File: config.mk
export PLATFORM = sky130hd
export DESIGN_NAME = reset_sequencer_flat
export DESIGN_NICKNAME = d
export VERILOG_FILES = /design/src/rtl/reset_sequencer_pkg.sv /design/src/rtl/reset_sequencer_if.sv /design/src/rtl/reset_sequencer_sync_2ff.sv /design/src/rtl/reset_sequencer.sv /design/src/flat_wrapper.sv
export SDC_FILE = /design/constraint.sdc
export NUM_CORES = 1
export LEC_CHECK = 0
export ABC_AREA = 1
export ABC_CLOCK_PERIOD_IN_PS = 1800
export BUFFER_PORTS_ARGS = -buffer_cell sky130_fd_sc_hd__buf_2
export CAP_MARGIN = 20
export CORE_MARGIN = 1
export CORE_UTILIZATION = 50
export DETAILED_ROUTE_END_ITERATION = 8
export PLACE_DENSITY = 0.73
export SETUP_SLACK_MARGIN = 0.02
export SLEW_MARGIN = 30
export SYNTH_ARGS = -nofsm -noshare
export SYNTH_HDL_FRONTEND = slang
export SYNTH_SLANG_ARGS = --single-unit
File: constraint.sdc
create_clock -name CLK -period 1.8 [get_ports CLK]
set_input_delay 0.54 -clock CLK [delete_from_list [all_inputs] [get_ports CLK]]
set_output_delay 0.54 -clock CLK [all_outputs]
set_load 0.01 [all_outputs]
File: src/rtl/reset_sequencer_pkg.sv
`default_nettype none
// =============================================================================
// reset_seq_pkg: state codes and default parameters shared by reset_sequencer
// Revision 1.0
// =============================================================================
package reset_seq_pkg;

  typedef enum logic [2:0] {
    ST_ASSERT    = 3'd0,
    ST_WAIT_LOCK = 3'd1,
    ST_RELEASE   = 3'd2,
    ST_WAIT_ACK  = 3'd3,
    ST_RUN       = 3'd4,
    ST_ERROR     = 3'd5
  } seq_state_e;

  localparam int DEF_N_DOMAINS   = 4;
  localparam int DEF_MIN_ASSERT  = 8;
  localparam int DEF_STAGE_DELAY = 4;
  localparam int DEF_ACK_TIMEOUT = 32;
  localparam int DEF_CNT_W       = 8;

endpackage
`default_nettype wire

File: src/rtl/reset_sequencer_if.sv
`default_nettype none
// =============================================================================
// reset_sequencer_if: per-domain reset / acknowledge bundle
// Revision 1.0
// =============================================================================
interface reset_sequencer_if
  import reset_seq_pkg::*;
#(
  parameter int N_DOMAINS = DEF_N_DOMAINS
);
  logic [N_DOMAINS-1:0] DOMAIN_RESET_N;
  logic [N_DOMAINS-1:0] DOMAIN_ACK;

  modport master (output DOMAIN_RESET_N, input DOMAIN_ACK);
  modport slave  (input DOMAIN_RESET_N, output DOMAIN_ACK);
endinterface
`default_nettype wire

File: src/rtl/reset_sequencer_sync_2ff.sv
`default_nettype none
// =============================================================================
// sync_2ff: two-flop synchroniser, clears to 0 under reset
// Revision 1.0
// =============================================================================
module sync_2ff #(
  parameter int WIDTH = 1
) (
  input  logic             CLK,
  input  logic             INTERNAL_RST,
  input  logic [WIDTH-1:0] d_i,
  output logic [WIDTH-1:0] q_o
);
  logic [WIDTH-1:0] meta_q;
  logic [WIDTH-1:0] sync_q;

  always_ff @(posedge CLK or negedge INTERNAL_RST) begin
    if (!INTERNAL_RST) begin
      meta_q <= '0;
      sync_q <= '0;
    end else begin
      meta_q <= d_i;
      sync_q <= meta_q;
    end
  end

  assign q_o = sync_q;
endmodule
`default_nettype wire

File: src/rtl/reset_sequencer.sv
`default_nettype none
// =============================================================================
// reset_sequencer: staged, acknowledged release of per-domain resets
// Revision 1.0
// =============================================================================
module reset_sequencer
  import reset_seq_pkg::*;
#(
  parameter int N_DOMAINS   = DEF_N_DOMAINS,
  parameter int MIN_ASSERT  = DEF_MIN_ASSERT,
  parameter int STAGE_DELAY = DEF_STAGE_DELAY,
  parameter int ACK_TIMEOUT = DEF_ACK_TIMEOUT,
  parameter int CNT_W       = DEF_CNT_W
) (
  input  logic                     CLK,
  input  logic                     INTERNAL_RST,
  input  logic                     PLL_LOCK,
  input  logic                     INIT_DONE,
  input  logic                     SW_RST_REQ,
  reset_sequencer_if.master        dom,
  output logic                     SEQ_DONE,
  output logic                     SEQ_ERROR,
  output logic [2:0]               SEQ_STATE
);
  localparam int IDX_W = (N_DOMAINS > 1) ? $clog2(N_DOMAINS) : 1;
  localparam logic [IDX_W-1:0] LAST_IDX    = IDX_W'(N_DOMAINS - 1);
  localparam logic [CNT_W-1:0] ASSERT_LAST = CNT_W'(MIN_ASSERT - 1);
  localparam logic [CNT_W-1:0] STAGE_LAST  = CNT_W'(STAGE_DELAY - 1);
  localparam logic [CNT_W-1:0] ACK_LAST    = CNT_W'(ACK_TIMEOUT - 1);
  localparam logic [CNT_W-1:0] CNT_MAX     = '1;

  logic                 pll_lock_s;
  logic                 init_done_s;
  logic [N_DOMAINS-1:0] ack_s;

  seq_state_e           state_q, state_d;
  logic [CNT_W-1:0]     cnt_q, cnt_d;
  logic [IDX_W-1:0]     idx_q, idx_d;
  logic [N_DOMAINS-1:0] rst_n_q, rst_n_d;
  logic                 lock_lost;
  logic                 abort;

  sync_2ff #(.WIDTH(1)) u_sync_lock (
    .CLK(CLK), .INTERNAL_RST(INTERNAL_RST), .d_i(PLL_LOCK), .q_o(pll_lock_s)
  );
  sync_2ff #(.WIDTH(1)) u_sync_init (
    .CLK(CLK), .INTERNAL_RST(INTERNAL_RST), .d_i(INIT_DONE), .q_o(init_done_s)
  );
  sync_2ff #(.WIDTH(N_DOMAINS)) u_sync_ack (
    .CLK(CLK), .INTERNAL_RST(INTERNAL_RST), .d_i(dom.DOMAIN_ACK), .q_o(ack_s)
  );

  // Lock loss only matters once release has begun; ERROR waits for software.
  assign lock_lost = !pll_lock_s &&
                     (state_q inside {ST_RELEASE, ST_WAIT_ACK, ST_RUN});
  assign abort     = lock_lost || (SW_RST_REQ && (state_q != ST_ASSERT));

  always_ff @(posedge CLK or negedge INTERNAL_RST) begin
    if (!INTERNAL_RST) begin
      state_q <= ST_ASSERT;
      cnt_q   <= '0;
      idx_q   <= '0;
      rst_n_q <= '0;
    end else begin
      state_q <= state_d;
      cnt_q   <= cnt_d;
      idx_q   <= idx_d;
      rst_n_q <= rst_n_d;
    end
  end

  always_comb begin
    state_d = state_q;
    cnt_d   = (cnt_q == CNT_MAX) ? cnt_q : cnt_q + 1'b1;
    idx_d   = idx_q;
    rst_n_d = rst_n_q;

    if (abort) begin
      state_d = ST_ASSERT;
      cnt_d   = '0;
      idx_d   = '0;
      rst_n_d = '0;
    end else begin
      case (state_q)
        ST_ASSERT: begin
          rst_n_d = '0;
          idx_d   = '0;
          // A held software request keeps restarting the minimum hold.
          if (SW_RST_REQ) begin
            cnt_d = '0;
          end else if (cnt_q == ASSERT_LAST) begin
            state_d = ST_WAIT_LOCK;
            cnt_d   = '0;
          end
        end
        ST_WAIT_LOCK: begin
          if (pll_lock_s && init_done_s) begin
            state_d = ST_RELEASE;
            idx_d   = '0;
            cnt_d   = '0;
          end
        end
        ST_RELEASE: begin
          if (cnt_q == STAGE_LAST) begin
            rst_n_d[idx_q] = 1'b1;
            state_d        = ST_WAIT_ACK;
            cnt_d          = '0;
          end
        end
        ST_WAIT_ACK: begin
          if (ack_s[idx_q]) begin
            state_d = (idx_q == LAST_IDX) ? ST_RUN : ST_RELEASE;
            idx_d   = (idx_q == LAST_IDX) ? idx_q : idx_q + 1'b1;
            cnt_d   = '0;
          end else if (cnt_q == ACK_LAST) begin
            state_d = ST_ERROR;
            rst_n_d = '0;
            cnt_d   = '0;
          end
        end
        ST_RUN: begin
        end
        ST_ERROR: begin
          rst_n_d = '0;
        end
        default: begin
          state_d = ST_ASSERT;
          cnt_d   = '0;
          idx_d   = '0;
          rst_n_d = '0;
        end
      endcase
    end
  end

  assign dom.DOMAIN_RESET_N = rst_n_q;
  assign SEQ_DONE           = (state_q == ST_RUN);
  assign SEQ_ERROR          = (state_q == ST_ERROR);
  assign SEQ_STATE          = state_q;
endmodule
`default_nettype wire

File: src/flat_wrapper.sv
// flat-port wrapper written by rule: the top's interface ports become plain ports
module reset_sequencer_flat import reset_seq_pkg::*;
#(
  parameter int N_DOMAINS   = DEF_N_DOMAINS,
  parameter int MIN_ASSERT  = DEF_MIN_ASSERT,
  parameter int STAGE_DELAY = DEF_STAGE_DELAY,
  parameter int ACK_TIMEOUT = DEF_ACK_TIMEOUT,
  parameter int CNT_W       = DEF_CNT_W
)
  (CLK, INTERNAL_RST, PLL_LOCK, INIT_DONE, SW_RST_REQ, SEQ_DONE, SEQ_ERROR, SEQ_STATE, dom_DOMAIN_RESET_N, dom_DOMAIN_ACK);
  reset_sequencer_if #(.N_DOMAINS(N_DOMAINS)) dom_i ();
  input  logic CLK;
  input  logic INTERNAL_RST;
  input  logic PLL_LOCK;
  input  logic INIT_DONE;
  input  logic SW_RST_REQ;
  output logic SEQ_DONE;
  output logic SEQ_ERROR;
  output logic [2:0] SEQ_STATE;
  output wire logic [$bits(dom_i.DOMAIN_RESET_N)-1:0] dom_DOMAIN_RESET_N;
  input wire logic [$bits(dom_i.DOMAIN_ACK)-1:0] dom_DOMAIN_ACK;
  assign dom_DOMAIN_RESET_N = dom_i.DOMAIN_RESET_N;
  assign dom_i.DOMAIN_ACK = dom_DOMAIN_ACK;
  reset_sequencer #(.N_DOMAINS(N_DOMAINS), .MIN_ASSERT(MIN_ASSERT), .STAGE_DELAY(STAGE_DELAY), .ACK_TIMEOUT(ACK_TIMEOUT), .CNT_W(CNT_W)) u_core (.CLK(CLK), .INTERNAL_RST(INTERNAL_RST), .PLL_LOCK(PLL_LOCK), .INIT_DONE(INIT_DONE), .SW_RST_REQ(SW_RST_REQ), .dom(dom_i), .SEQ_DONE(SEQ_DONE), .SEQ_ERROR(SEQ_ERROR), .SEQ_STATE(SEQ_STATE));
endmodule
==> results.sh <==
export IMPL_worstPathMaxFanout=5
export IMPL_worst_ir_drop_vdd_v=0.00123
export IMPL_delay_of_the_slowest_cell_on_the_worst_path_ns=0.46
export IMPL_critical_path_at_ns=1.17
export IMPL_cts_path_max_buffers=2
export IMPL_areaGrowthSynthToFinish_pct=17.3
export IMPL_cp_start_kind="register"
export IMPL_clk_root_buffer_cell="sky130_fd_sc_hd__clkbuf_4"
export IMPL_worst_setup_path_startpoint="u_core.SEQ_STATE[1]"
export IMPL_critPathCapture="SEQ_ERROR"
export IMPL_cp_depth=4
export IMPL_synthesis_nets=192
export IMPL_hp_class="in2async"
export IMPL_layout_drive_gt1_share=0.200
export IMPL_place_congestion=0.816
export IMPL_cp_slowest_cell="sky130_fd_sc_hd__dfrtp_2"
export IMPL_timing_final_crit_share=0.950
export IMPL_firstDrtPassIters=4
export IMPL_critical_path_top_delay_family="flip-flops"
export IMPL_worst_r2r_setup_slack_ns=0.14
export IMPL_critical_path_n_buffers_inverters=2
export IMPL_place_hpwl_mm=1.87
export IMPL_placement_io_buffers=17
export IMPL_yosys_warnings=0
export IMPL_cts_sink_count=29
export IMPL_tritoncts="done"
export IMPL_worst_clock_skew_ns=0.00498
export IMPL_final_common_cell="sky130_fd_sc_hd__nand2_1"
export IMPL_cts_hold_fix_buffers=0
export IMPL_post_drt_wl_per_cell_um=11.1
export IMPL_cts_buffers=5
export IMPL_reg2reg_to="u_core.cnt_q[6]"
export IMPL_cts_htree_levels=2
export IMPL_period_minus_slack_ns=1.71
export IMPL_hold_slack_ns=0.224
export IMPL_max_cap_violations=0
export IMPL_critical_path_cell_chain="inv_2 -> nand2_2 -> nor2_1 -> buf_2"
export IMPL_highest_layer="met4"
export IMPL_global_route_usage_total=0.188
export IMPL_cellPowerDensity_nw_per_um2=1080
export IMPL_grt_pass1_vias=1067
export IMPL_boundaryPins=18
export IMPL_postRouteWirelength_mm=2.61
export IMPL_synth_seq_area_share=0.510
export IMPL_rsz_0062_raised_after_global_routing="yes"
export IMPL_num_antenna_cells=0
export IMPL_worstSetupPathType="reg2out"
export IMPL_clk_latency_ns=0.31
export IMPL_die_w_um=55.3
export IMPL_worst_r2r_path_depth=7
export IMPL_max_clock_freq_mhz=585
export IMPL_detailroute_wirelength_met2_mm=1.18
export IMPL_syn_cell_area_sq_um=1420
export IMPL_die_h_um=55.3
export IMPL_yosysUniqueCellTypes=17
export IMPL_worstMarginPinSlew_ns=0.611
export IMPL_finalHoldViolations=0
export IMPL_wl_met1_mm=1.27
export IMPL_avgViaCountPerCell=5.10
export IMPL_dr_total_vias=1199
export IMPL_postRouteAntennaNets=0
export IMPL_critical_path_reg2reg_startpoint="u_core.SEQ_STATE[1]"
export IMPL_grt_overflow=0
export IMPL_most_common_layout_cells="sky130_fd_sc_hd__nand2_1 (42), sky130_fd_sc_hd__nor2_1 (31), sky130_fd_sc_hd__dfrtp_1 (26)"
export IMPL_critical_path_endpoint_type="output pin"
export IMPL_synthesis_instances=178
export IMPL_slew_headroom=0.593
export IMPL_grt_first_pass_wirelength_mm=4.47
export IMPL_drt_drc_violations_left=0
export IMPL_ys_ff_latch=29
export IMPL_antenna_violations_before_repair=0
export IMPL_setup_tns_final_ns=0
export IMPL_drtIter0Drc=41
export IMPL_nets=219
export IMPL_worst_ep_required_time_ns=1.26
export IMPL_static_leakage_nw=0.850
export IMPL_setup_viol_count_final=0
export IMPL_clk_pin_slew_ns=0.09
export IMPL_grt_start_max_net_pins=30
export IMPL_status="completed"
export IMPL_initial_utilization=0.549
export IMPL_die_area_sq_um=3060
export IMPL_dr_wl_met3_um=121
export IMPL_rows=18
export IMPL_syn_mean_instance_area_sq_um=7.99
export IMPL_finalMaxSlewViolations=0
export IMPL_final_fill_count=216
export IMPL_design_core_area_sq_um=2590
## logic make-up after synthesis
group,share of synthesized area
simple gates,0.319
xor+xnor,0.0123
mux,0.00704
flops,0.510
compound gates,0.0624
fa+ha+maj,0.0440
buf+inv,0.0449
## layout make-up
type,count,area [sq um],area share
Inverter,17,63.8,0.0382
Clock inverter,2,35.0,0.0210
Timing Repair Buffer,20,108,0.0645
Clock buffer,5,37.5,0.0225
Sequential cell,29,729,0.437
Tap cell,30,37.5,0.0225
Multi-Input combinational cell,132,658,0.394
## stage by stage
stage / setup slack (ns) / utilization / area (sq um) / total power, mW / std cells
floorplan: 0.317 / - / 1420 / 1.12 / 178
global placement: 0.188 / 0.597 / 1550 / 1.23 / 225
detailed placement: 0.0589 / 0.597 / 1550 / 1.26 / 225
CTS: 0.0417 / 0.629 / 1630 / 1.78 / 233
global route: 0.0134 / 0.644 / 1670 / 1.93 / 235
finish: 0.0892 / 0.644 / 1670 / 1.80 / 235
## power by group
part | switching, mW | internal, mW | leakage (nW) | total (mW)
sequential | 0.0605 | 0.714 | 0.369 | 0.775
combinational | 0.347 | 0.180 | 0.439 | 0.527
clock | 0.212 | 0.283 | 0.0410 | 0.495
## metal layers
layer / vias to the layer above / global-route usage
met4: 0 / 0.0929
met3: 7 / 0.0492
met1: 535 / 0.255
met2: 33 / 0.281
li1: 624 / -
met5: - / 0
## Yosys cell counts
cell type / n / area, sq um
sky130_fd_sc_hd__nand2_1: 44 / 165
sky130_fd_sc_hd__nand2_2: 1 / 6.26
sky130_fd_sc_hd__nor2_4: 1 / 11.3
sky130_fd_sc_hd__nand3b_1: 1 / 7.51
sky130_fd_sc_hd__o21ai_2: 1 / 8.76
sky130_fd_sc_hd__mux2i_1: 1 / 10.0
sky130_fd_sc_hd__nor3_1: 5 / 25.0
sky130_fd_sc_hd__inv_1: 16 / 60.1
sky130_fd_sc_hd__dfrtp_1: 29 / 726
sky130_fd_sc_hd__xor2_1: 2 / 17.5
sky130_fd_sc_hd__ha_1: 5 / 62.6
sky130_fd_sc_hd__nand3_2: 1 / 10.0
sky130_fd_sc_hd__nor2_1: 33 / 124
sky130_fd_sc_hd__nand3_1: 21 / 105
sky130_fd_sc_hd__inv_2: 1 / 3.75
sky130_fd_sc_hd__o21ai_0: 9 / 45.0
sky130_fd_sc_hd__a21oi_1: 7 / 35.0
## repair_timing
action / in CTS / in global routing
endpoints found under the setup margin: 2 / 13
pin swaps: 0 / 3
gates resized for setup: 2 / 9
buffers inserted: 1 / 2
gates cloned: 0 / 0
## worst register-to-register path, delay by kind of cell, from the launching register on
| kind | cells | cell delay [ns] |
|---|---|---|
| and+or+nand+nor | 5 | 0.65 |
| DFF | 1 | 0.46 |
| AOI/OAI and AO/OA | 1 | 0.27 |
| buffers and inverters | 1 | 0.16 |
## state kept, by name (all words and copies together), names as in the netlist
name and cells:
u_core.SEQ_STATE 3, u_core.cnt_q 8, u_core.dom.DOMAIN_RESET_N 4, u_core.idx_q 2
u_core.u_sync_ack.meta_q 4, u_core.u_sync_ack.q_o 4, u_core.u_sync_init.meta_q 1, u_core.u_sync_init.q_o 1
u_core.u_sync_lock.meta_q 1, u_core.u_sync_lock.q_o 1
## how the worst min path moves through the flow
stage                                    to  slack, ns  cells past startpoint
3_5_place_dp         u_core.u_sync_init.q_o       0.34                      0
3_3_place_gp       u_core.u_sync_ack.q_o[0]       0.33                      0
4_1_cts        u_core.dom.DOMAIN_RESET_N[0]       0.24                      1
6_report       u_core.dom.DOMAIN_RESET_N[0]       0.22                      1
5_1_grt                     u_core.cnt_q[7]       0.27                      1
2_1_floorplan           u_core.SEQ_STATE[0]       0.24                      0
(Power assumes the default switching activity.)
